$ cat config.mk
export PLATFORM = sky130hd
export DESIGN_NAME = trigger_scheduler_flat
export DESIGN_NICKNAME = d
export VERILOG_FILES = /design/src/rtl/trigger_scheduler_if.sv /design/src/rtl/trigger_scheduler.sv /design/src/flat_wrapper.sv
export SDC_FILE = /design/constraint.sdc
export NUM_CORES = 1
export LEC_CHECK = 0
export CORE_UTILIZATION = 55
export CTS_CLUSTER_SIZE = 30
export DETAILED_ROUTE_END_ITERATION = 10
export MAX_ROUTING_LAYER = met4
export PLACE_DENSITY_LB_ADDON = 0.2
export SYNTH_ARGS = -nofsm -noshare
export SYNTH_HDL_FRONTEND = slang
export SYNTH_SLANG_ARGS = --single-unit
export TNS_END_PERCENT = 100
$ cat constraint.sdc
create_clock -name clk -period 4.3 [get_ports clk]
set_input_delay 0.43 -clock clk [delete_from_list [all_inputs] [get_ports clk]]
set_output_delay 0.43 -clock clk [all_outputs]
set_load 0.02 [all_outputs]
$ cat src/rtl/trigger_scheduler_if.sv
// Purpose: bundles the requester handshake and the shared-unit handshake of
// trigger_scheduler into one interface.
// Signals:
//   req          requester -> scheduler, level request per requester
//   grant        scheduler -> requester, one-hot requester being served
//   ack / err    scheduler -> requester, one-cycle completion / timeout
//   busy         scheduler -> requester, high whenever a job or gap is in progress
//   trig_out     scheduler -> unit, one-cycle trigger pulse per job
//   unit_active  unit -> scheduler, unit is running
//   unit_done    unit -> scheduler, unit finished
// Modports: master = environment side (requesters + unit), slave = scheduler.
interface trigger_scheduler_if #(
   parameter int unsigned N_REQ = 4
);
   logic [N_REQ-1:0] req;
   logic [N_REQ-1:0] grant;
   logic [N_REQ-1:0] ack;
   logic [N_REQ-1:0] err;
   logic             busy;
   logic             trig_out;
   logic             unit_active;
   logic             unit_done;

   modport master (
      output req, unit_active, unit_done,
      input  grant, ack, err, busy, trig_out
   );

   modport slave (
      input  req, unit_active, unit_done,
      output grant, ack, err, busy, trig_out
   );
endinterface

$ cat src/rtl/trigger_scheduler.sv
// Purpose: round-robin scheduler sharing one timed-activity unit among N_REQ
// requesters. Fires a one-cycle trigger, waits for the unit's active/done
// response with a timeout, returns ack or err to the granted requester and
// then holds a quiet gap before the next arbitration.
// Ports:
//   clk      system clock, rising edge
//   reset_n  asynchronous active-low reset
//   bus      trigger_scheduler_if.slave (req, unit_active, unit_done in;
//            trig_out, grant, ack, err, busy out, all registered)
module trigger_scheduler #(
   parameter int unsigned N_REQ      = 4,
   parameter int unsigned TIMEOUT    = 15,
   parameter int unsigned GAP_CYCLES = 2
) (
   input  logic                clk,
   input  logic                reset_n,
   trigger_scheduler_if.slave  bus
);

   localparam int unsigned PW   = (N_REQ > 1) ? $clog2(N_REQ) : 1;
   localparam int unsigned TMAX = (TIMEOUT > GAP_CYCLES) ? TIMEOUT : GAP_CYCLES;
   localparam int unsigned TW   = $clog2(TMAX + 1);

   localparam logic [PW-1:0] LAST_IDX = PW'(N_REQ - 1);
   localparam logic [TW-1:0] TO_LAST  = TW'(TIMEOUT - 1);
   localparam logic [TW-1:0] GAP_LAST = TW'(GAP_CYCLES - 1);

   typedef enum logic [2:0] {
      S_IDLE,
      S_FIRE,
      S_WAIT_ACT,
      S_WAIT_DONE,
      S_ACK,
      S_ERR,
      S_GAP
   } state_t;

   state_t        state;
   logic [PW-1:0] rr_ptr;
   logic [PW-1:0] gidx;
   logic [TW-1:0] timer;

   logic          pick_vld_c;
   logic [PW-1:0] pick_idx_c;
   logic [PW-1:0] scan_idx_c;
   logic [PW-1:0] next_ptr_c;
   logic [N_REQ-1:0] pick_oh_c;

   // Round-robin pick: scan from the highest offset down so the lowest offset
   // from rr_ptr with a pending request wins.
   always_comb begin
      pick_vld_c = 1'b0;
      pick_idx_c = '0;
      scan_idx_c = '0;
      for (int i = int'(N_REQ) - 1; i >= 0; i--) begin
         scan_idx_c = PW'((int'(rr_ptr) + i) % int'(N_REQ));
         if (bus.req[scan_idx_c]) begin
            pick_vld_c = 1'b1;
            pick_idx_c = scan_idx_c;
         end
      end
   end

   // One-hot of the pick and explicit mod-N_REQ pointer advance.
   always_comb begin
      pick_oh_c             = '0;
      pick_oh_c[pick_idx_c] = 1'b1;
      next_ptr_c            = (gidx == LAST_IDX) ? '0 : gidx + PW'(1);
   end

   // Job sequencer; outputs are registered alongside the state they belong to.
   always_ff @(posedge clk or negedge reset_n) begin
      if (!reset_n) begin
         state        <= S_IDLE;
         rr_ptr       <= '0;
         gidx         <= '0;
         timer        <= '0;
         bus.trig_out <= 1'b0;
         bus.grant    <= '0;
         bus.ack      <= '0;
         bus.err      <= '0;
         bus.busy     <= 1'b0;
      end else begin
         bus.trig_out <= 1'b0;
         bus.ack      <= '0;
         bus.err      <= '0;
         case (state)
            S_IDLE: begin
               if (pick_vld_c) begin
                  state        <= S_FIRE;
                  gidx         <= pick_idx_c;
                  bus.grant    <= pick_oh_c;
                  bus.trig_out <= 1'b1;
                  bus.busy     <= 1'b1;
               end
            end
            S_FIRE: begin
               state <= S_WAIT_ACT;
               timer <= '0;
            end
            S_WAIT_ACT: begin
               if (bus.unit_active) begin
                  state <= S_WAIT_DONE;
                  timer <= '0;
               end else if (timer == TO_LAST) begin
                  state   <= S_ERR;
                  bus.err <= bus.grant;
               end else begin
                  timer <= timer + TW'(1);
               end
            end
            S_WAIT_DONE: begin
               // done wins over a timeout landing in the same cycle
               if (bus.unit_done) begin
                  state   <= S_ACK;
                  bus.ack <= bus.grant;
               end else if (timer == TO_LAST) begin
                  state   <= S_ERR;
                  bus.err <= bus.grant;
               end else begin
                  timer <= timer + TW'(1);
               end
            end
            S_ACK, S_ERR: begin
               state     <= S_GAP;
               bus.grant <= '0;
               rr_ptr    <= next_ptr_c;
               timer     <= '0;
            end
            S_GAP: begin
               if (timer == GAP_LAST) begin
                  state    <= S_IDLE;
                  bus.busy <= 1'b0;
               end else begin
                  timer <= timer + TW'(1);
               end
            end
            default: begin
               state     <= S_IDLE;
               bus.grant <= '0;
               bus.busy  <= 1'b0;
            end
         endcase
      end
   end

endmodule

$ cat src/flat_wrapper.sv
// flat-port wrapper written by rule: the top's interface ports become plain ports
module trigger_scheduler_flat 
#(
   parameter int unsigned N_REQ      = 4,
   parameter int unsigned TIMEOUT    = 15,
   parameter int unsigned GAP_CYCLES = 2
)
  (clk, reset_n, bus_req, bus_unit_active, bus_unit_done, bus_grant, bus_ack, bus_err, bus_busy, bus_trig_out);
  trigger_scheduler_if #(.N_REQ(N_REQ)) bus_i ();
  input  logic clk;
  input  logic reset_n;
  input wire logic [$bits(bus_i.req)-1:0] bus_req;
  input wire logic [$bits(bus_i.unit_active)-1:0] bus_unit_active;
  input wire logic [$bits(bus_i.unit_done)-1:0] bus_unit_done;
  output wire logic [$bits(bus_i.grant)-1:0] bus_grant;
  output wire logic [$bits(bus_i.ack)-1:0] bus_ack;
  output wire logic [$bits(bus_i.err)-1:0] bus_err;
  output wire logic [$bits(bus_i.busy)-1:0] bus_busy;
  output wire logic [$bits(bus_i.trig_out)-1:0] bus_trig_out;
  assign bus_i.req = bus_req;
  assign bus_i.unit_active = bus_unit_active;
  assign bus_i.unit_done = bus_unit_done;
  assign bus_grant = bus_i.grant;
  assign bus_ack = bus_i.ack;
  assign bus_err = bus_i.err;
  assign bus_busy = bus_i.busy;
  assign bus_trig_out = bus_i.trig_out;
  trigger_scheduler #(.N_REQ(N_REQ), .TIMEOUT(TIMEOUT), .GAP_CYCLES(GAP_CYCLES)) u_core (.clk(clk), .reset_n(reset_n), .bus(bus_i));
endmodule
==> results.py, run 1 <==
metrics = {
    "outcome": {
        "status": "completed",
    },
    "setup_path": {
        "path_depth": 1,
        "path_cells": "clkdlybuf4s50_1",
        "cp_data_required_time_ns": 3.87,
        "slowest_delay_ns": 0.62,
        "worst_path_max_delay_cell": "clkdlybuf4s50_1",
        "crit_buf_inv": 1,
        "crit_path_end_kind": "output pin",
        "cp_top_family": "buffers and inverters",
        "critPathKind": "reg -> out",
        "r2r_start": "u_core.timer[1]$_DFFE_PN0P_",
        "crit_path_max_fanout": 4,
        "critPathLaunch": "u_core.bus.grant[3]$_DFFE_PN0P_",
        "start_kind": "register",
        "worstRegToRegCells": 6,
        "crit_arrival_ns": 1.36,
    },
    "route": {
        "wl_per_cell_microns": 14.9,
        "drt_iter0_markers": 16,
        "firstDrtPassIters": 4,
        "num_vias": 973,
        "wl_microns": 2460,
        "antenna_left": 0,
        "post_drt_via_cell_ratio": 5.90,
        "drc_errors": 0,
    },
    "synth": {
        "synth_warnings": 0,
        "synth_top_family_by_area": "compound AO/OA/AOI/OAI gates",
        "synth_compound_gate_area_share_pct": 21.6,
        "synth_fa_ha_area_share_pct": 3.92,
        "yosys.area.top_type": "dfrtp_1",
        "synth_edf_count": 0,
        "async_flop_share_pct": 100,
        "synth_top_area_share_pct": 49.0,
        "synth_top_flop_cell": "dfrtp_1",
        "netlist_top_cells_count": "dfrtp_1 (25), and2_1 (8), a21oi_1 (7), nor2_1 (7), inv_1 (6)",
        "ys_seq_area_share_pct": 49.0,
        "synth_xor_area_share_pct": 0,
        "yosys-top-cells-area": "dfrtp_1 (49%), and2_1 (3.9%), ha_1 (3.9%)",
        "syn_area_per_cell_sq_um": 11.0,
        "synth-seq-cells": 25,
        "syn_area_sq_mm": 0.00128,
        "muxShareOfSynthArea_pct": 4.31,
        "synth.distinct_cells": 42,
        "synthCells": 116,
        "synth_nets": 128,
        "synthMostInstantiatedCell": "dfrtp_1",
        "synthSimpleGateAreaFrac_pct": 18.0,
    },
    "hold_path": {
        "hold_path_class": "reg -> reg",
        "holdPathStages": 2,
        "min_from": "u_core.bus.busy$_DFFE_PN0P_",
    },
    "cells_and_area": {
        "fillCellCount": 162,
        "fin_nets": 150,
        "antenna_cells": 0,
        "layout-drive-gt1-share_pct": 10.9,
        "final_area_sq_mm": 0.00153,
        "areaGrowthSynthToFinish_pct": 20.2,
    },
    "floorplanning": {
        "die_y_microns": 50.2,
        "start_util_pct": 58.3,
        "io_pins": 22,
        "die_w_microns": 50.2,
        "dieArea_sq_mm": 0.00252,
        "core_sq_mm": 0.00219,
        "rows": 17,
    },
    "placement": {
        "dp_hpwl_microns": 1870,
        "post_dp_cell_area_sq_mm": 0.00150,
        "io_buffers": 21,
        "gp_congestion": 0.896,
        "pre_cts_ws_ns": 2.32,
    },
    "timing": {
        "layout_setup_ws_ns": 2.51,
        "clock_skew_ns": 0.00522,
        "final-setup-viol-count": 0,
        "fin_tns_setup_ns": 0,
        "fmax_mhz": 560,
        "whs_ns": 0.533,
        "worstMarginPinSlew_ns": 1.06,
        "drv_slew": 0,
        "fin_crit_sh_pct": 41.5,
        "fin_crit_ns": 1.79,
        "slew_headroom_pct": 29.2,
        "rsz0062_at_grt": "false",
        "final-hold-violation-count": 0,
    },
    "grt": {
        "grt_pass1_vias": 919,
        "grt_max_degree": 26,
        "globalRouteOverflowTotal": 0,
        "grt_pass1_wl_microns": 4130,
        "antenna_found_initial": 0,
        "track_usage_pct": 22.8,
    },
    "pwr": {
        "switching_share_pct": 40.9,
        "p_comb_share_pct": 45.6,
        "intPower_mw": 0.549,
        "power_density_mw_per_mm2": 605,
        "vdd_ir_drop_max_mv": 0.381,
        "p_leak_nw": 0.689,
        "clock_power_share_pct": 11.7,
        "seqPwrFrac_pct": 42.7,
        "finalPower_mw": 0.928,
        "p_switching_mw": 0.379,
    },
    "job": {
        "cap_viol_max_count": 0,
    },
    "clocking": {
        "cts.path.max_buffers": 2,
        "post_cts_resized": 0,
        "cts_hold_buf": 0,
        "postCtsSetupBuffers": 0,
        "cts_tree": "yes",
        "cts_root_buffer": "clkbuf_4",
        "clk_transition_reported_paths_ns": 0.14,
        "cts.sinks": 25,
        "cts_buffers": 3,
        "htreeDepth": 1,
        "clk_latency_ns": 0.33,
    },
}
## power by group through the flow
stage | clock network [mW] | registers (mW) | logic, mW
after floorplan | 0 | 0.387 | 0.305
after global placement | 0 | 0.393 | 0.407
after detailed placement | 0 | 0.399 | 0.424
after CTS | 0.112 | 0.393 | 0.425
after global routing | 0.122 | 0.406 | 0.464
final | 0.108 | 0.396 | 0.423
## cells by family after synthesis
| family | after synthesis |
|---|---|
| buffers and inverters | 10 |
| AND/OR/NAND/NOR | 36 |
| adder cells (fa/ha/maj) | 4 |
| AO/OA/AOI/OAI | 36 |
| flip-flops | 25 |
| multiplexers | 5 |
## flip-flops by register name, indices dropped and copies added, names as in the netlist
| name | count |
|---|---|
| u_core.bus.ack | 4 |
| u_core.gidx | 2 |
| u_core.bus.grant | 4 |
| u_core.rr_ptr | 2 |
| u_core.state | 3 |
| u_core.bus.err | 4 |
| u_core.bus.busy | 1 |
| u_core.timer | 4 |
| u_core.bus.trig_out | 1 |
## cell usage in the layout (no fill, tap or decap), types with 2 or more instances in the layout
cell type and n:
nand3_1 2, dfrtp_1 25, o221ai_1 2, mux2_2 4, o21ai_0 3, nand2_1 3, a32o_1 4, ha_1 4
inv_1 6, o22a_1 2, and3_1 3, clkdlybuf4s50_1 21, o22ai_1 3, a21oi_1 7, and2_1 8, clkbuf_4 3
nand2b_1 4, nor2b_1 2, nor2_1 7
## cell type report
class | count | area [sq um] | area share, %
Multi-Input combinational cell | 81 | 611 | 39.8
Clock buffer | 3 | 22.5 | 1.47
Inverter | 6 | 22.5 | 1.47
Clock inverter | 1 | 7.51 | 0.489
Sequential cell | 25 | 626 | 40.8
Tap cell | 28 | 35.0 | 2.28
Timing Repair Buffer | 21 | 210 | 13.7
## metrics by stage
stage | utilization, % | cells
after global placement | 68.6 | 161
after detailed placement | 68.6 | 161
after floorplan | - | 116
after CTS | 70.0 | 165
after global routing | 70.0 | 165
final | 70.0 | 165
## layer usage
layer	up-vias	global-route usage [%]	wire [microns]
met3	5	2.73	61
met5	-	-	0
met2	19	39.3	1260
met1	480	26.6	1090
li1	469	-	-
met4	0	10.0	44
## path summary, 6_finish.rpt
| check | to | slack, ns |
|---|---|---|
| setup / recovery | bus_grant[3] | 2.51 |
| hold / removal | u_core.bus.busy$_DFFE_PN0P_ | 0.53 |
| setup reg to reg | u_core.timer[0]$_DFFE_PN0P_ | 2.55 |
| hold reg to reg | u_core.bus.busy$_DFFE_PN0P_ | 0.53 |
| max in group asynchronous | u_core.timer[3]$_DFFE_PN0P_ | 3.01 |
| min in group asynchronous | u_core.bus.ack[1]$_DFF_PN0_ | 0.66 |
No activity file was read; power rests on OpenSTA's default activity.
==> run 2: changes to the inputs <==
--- a/config.mk
+++ b/config.mk
@@ -5,7 +5,7 @@
 export SDC_FILE = /design/constraint.sdc
 export NUM_CORES = 1
 export LEC_CHECK = 0
-export CORE_UTILIZATION = 55
+export CORE_UTILIZATION = 46
 export CTS_CLUSTER_SIZE = 30
 export DETAILED_ROUTE_END_ITERATION = 10
 export MAX_ROUTING_LAYER = met4
==> constraint.sdc (replaced) <==
create_clock -name clk -period 1.5 [get_ports clk]
set_input_delay 0.15 -clock clk [delete_from_list [all_inputs] [get_ports clk]]
set_output_delay 0.15 -clock clk [all_outputs]
set_load 0.02 [all_outputs]
==> results.py, run 2 (same netlist as run 1, synthesis figures left out) <==
metrics = {
    "pwr": {
        "vdd_ir_drop_max_mv": 1.18,
        "p_leak_nw": 0.911,
        "power_density_mw_per_mm2": 1790,
    },
    "placement": {
        "dp.cells": 180,
        "io_buffers": 21,
        "gp_congestion": 0.879,
        "dp_hpwl_microns": 2070,
    },
    "cells_and_area": {
        "final_cell_count_no_fill": 196,
        "fin_nets": 179,
        "fillCellCount": 181,
        "antenna_cells": 0,
        "layout_commonest_cell": "buf_4",
        "fin_util_pct": 72.6,
        "layout_common_cells": "buf_4 (28), dfrtp_1 (25), clkdlybuf4s50_1 (16)",
        "layout-drive-gt1-share_pct": 31.9,
        "areaGrowthSynthToFinish_pct": 44.7,
    },
    "outcome": {
        "violations": "negative setup slack",
        "status": "complete, but fails checks",
    },
    "setup_path": {
        "critPathKind": "reg -> reg",
        "r2r_start": "u_core.timer[1]$_DFFE_PN0P_",
        "slowest_delay_ns": 0.41,
        "timing.rr.end": "u_core.timer[3]$_DFFE_PN0P_",
        "crit_arrival_ns": 1.85,
        "crit_path_end_kind": "register",
        "start_kind": "register",
        "crit_path_max_fanout": 6,
        "path_cells": "inv_2, ha_4, or3b_4, o211ai_4, nor2b_1, o22a_1",
        "worstRegToRegCells": 6,
        "worst_path_max_delay_cell": "dfrtp_1",
        "rrSetupSlack_ns": -0.14,
        "cp_data_required_time_ns": 1.71,
    },
    "floorplanning": {
        "die_y_microns": 54.7,
        "io_pins": 22,
        "core_sq_mm": 0.00254,
        "rows": 18,
        "start_util_pct": 50.1,
        "dieArea_sq_mm": 0.00299,
        "die_w_microns": 54.7,
    },
    "route": {
        "firstDrtPassIters": 4,
        "drt_iter0_markers": 14,
        "wl_microns": 2980,
        "drc_errors": 0,
        "antenna_left": 0,
        "wl_per_cell_microns": 15.2,
        "num_vias": 1078,
        "post_drt_via_cell_ratio": 5.50,
    },
    "timing": {
        "drv_slew": 0,
        "clock_skew_ns": 0.00611,
        "slew_headroom_pct": 76.5,
        "final-setup-viol-count": 4,
        "fmax_mhz": 611,
        "final-hold-violation-count": 0,
        "worstMarginPinSlew_ns": 0.350,
        "rsz0062_at_grt": "true",
        "fin_crit_sh_pct": 109,
        "layout_setup_ws_ns": -0.136,
        "fin_crit_ns": 1.64,
        "whs_ns": 0.172,
        "fin_tns_setup_ns": -0.443,
    },
    "clocking": {
        "htreeDepth": 1,
        "clk_transition_reported_paths_ns": 0.13,
        "cts_buffers": 3,
        "cts_tree": "yes",
        "cts.sinks": 25,
        "clk_latency_ns": 0.31,
        "cts_root_buffer": "clkbuf_4",
        "cts.path.max_buffers": 2,
        "cts_hold_buf": 0,
    },
    "grt": {
        "track_usage_pct": 22.6,
        "grt_pass1_vias": 1033,
        "grt_max_degree": 26,
        "antenna_found_initial": 0,
        "grt_pass1_wl_microns": 4570,
        "globalRouteOverflowTotal": 0,
    },
    "job": {
        "cap_viol_max_count": 0,
    },
    "hold_path": {
        "hold_path_class": "in -> async",
    },
}
==> run 2: cell count changes in the layout (fill, tap and decap cells not counted), sizes merged <==
| cell | before | now |
|---|---|---|
| dlygate4sd2 | 0 | 1 |
| clkinvlp | 1 | 0 |
| buf | 0 | 29 |
| clkdlybuf4s50 | 21 | 16 |
| clkbuf | 3 | 4 |
| dlymetal6s2s | 0 | 4 |
==> run 2: worst max path at each step <==
stage,start,endpoint,slack [ns],depth (start not counted)
detailed placement,bus_req[1],u_core.bus.grant[1]$_DFFE_PN0P_,-0.19,5
floorplan,u_core.timer[1]$_DFFE_PN0P_,u_core.timer[3]$_DFFE_PN0P_,-0.04,6
global route,u_core.timer[1]$_DFFE_PN0P_,u_core.timer[3]$_DFFE_PN0P_,-0.19,6
finish,u_core.timer[1]$_DFFE_PN0P_,u_core.timer[3]$_DFFE_PN0P_,-0.14,6
CTS,u_core.timer[1]$_DFFE_PN0P_,u_core.timer[3]$_DFFE_PN0P_,-0.13,6
global placement,bus_req[0],u_core.state[0]$_DFFE_PN0P_,-0.13,4
==> run 2: stage by stage <==
stage	total power, mW	instance area, sq um	worst slack (ns)
after detailed placement	2.63	1640	-0.194
after global routing	3.55	1850	-0.193
after global placement	2.57	1640	-0.128
after floorplan	2.02	1280	-0.0436
final	3.31	1850	-0.136
after CTS	3.13	1790	-0.128
==> run 2: final cells by class <==
type / count / area [sq um] / share of cell area (%)
sequential: 25 / 626 / 33.9
tap: 30 / 37.5 / 2.03
clock buffer: 4 / 26.3 / 1.42
inverter: 6 / 22.5 / 1.22
multi-input combinational: 81 / 694 / 37.6
timing repair buffer: 50 / 440 / 23.8
==> run 2: worst max-delay path, delay by kind of cell, from the launching register on <==
kind / cells / cell delay (ns)
compound gates: 2 / 0.44
fa+ha+maj: 1 / 0.11
buf+inv: 1 / 0.09
flops: 1 / 0.41
simple gates: 2 / 0.48
==> run 2: per-layer routing <==
| metal | global-route usage [%] | part of all wire, % | vias up |
|---|---|---|---|
| met3 | 6.94 | 4.8 | 2 |
| met4 | 5.13 | 0.30 | 0 |
| met1 | 26.7 | 43 | 518 |
| met5 | - | 0 | - |
| li1 | - | - | 533 |
| met2 | 37.3 | 52 | 25 |
==> run 2: report_power, final <==
| group | total (mW) | internal [mW] | switching [mW] |
|---|---|---|---|
| clock | 0.294 | 0.104 | 0.190 |
| combinational | 1.95 | 1.02 | 0.927 |
| sequential | 1.06 | 0.874 | 0.191 |
| total | 3.31 | 2.00 | 1.31 |
==> run 2: repair_timing <==
| action | 4_1_cts | 5_1_grt |
|---|---|---|
| pin swaps | 3 | 7 |
| endpoints found under the setup margin | 12 | 14 |
| buffers inserted | 11 | 2 |
| gates resized for setup | 11 | 12 |
| hold endpoints to repair | 0 | 0 |
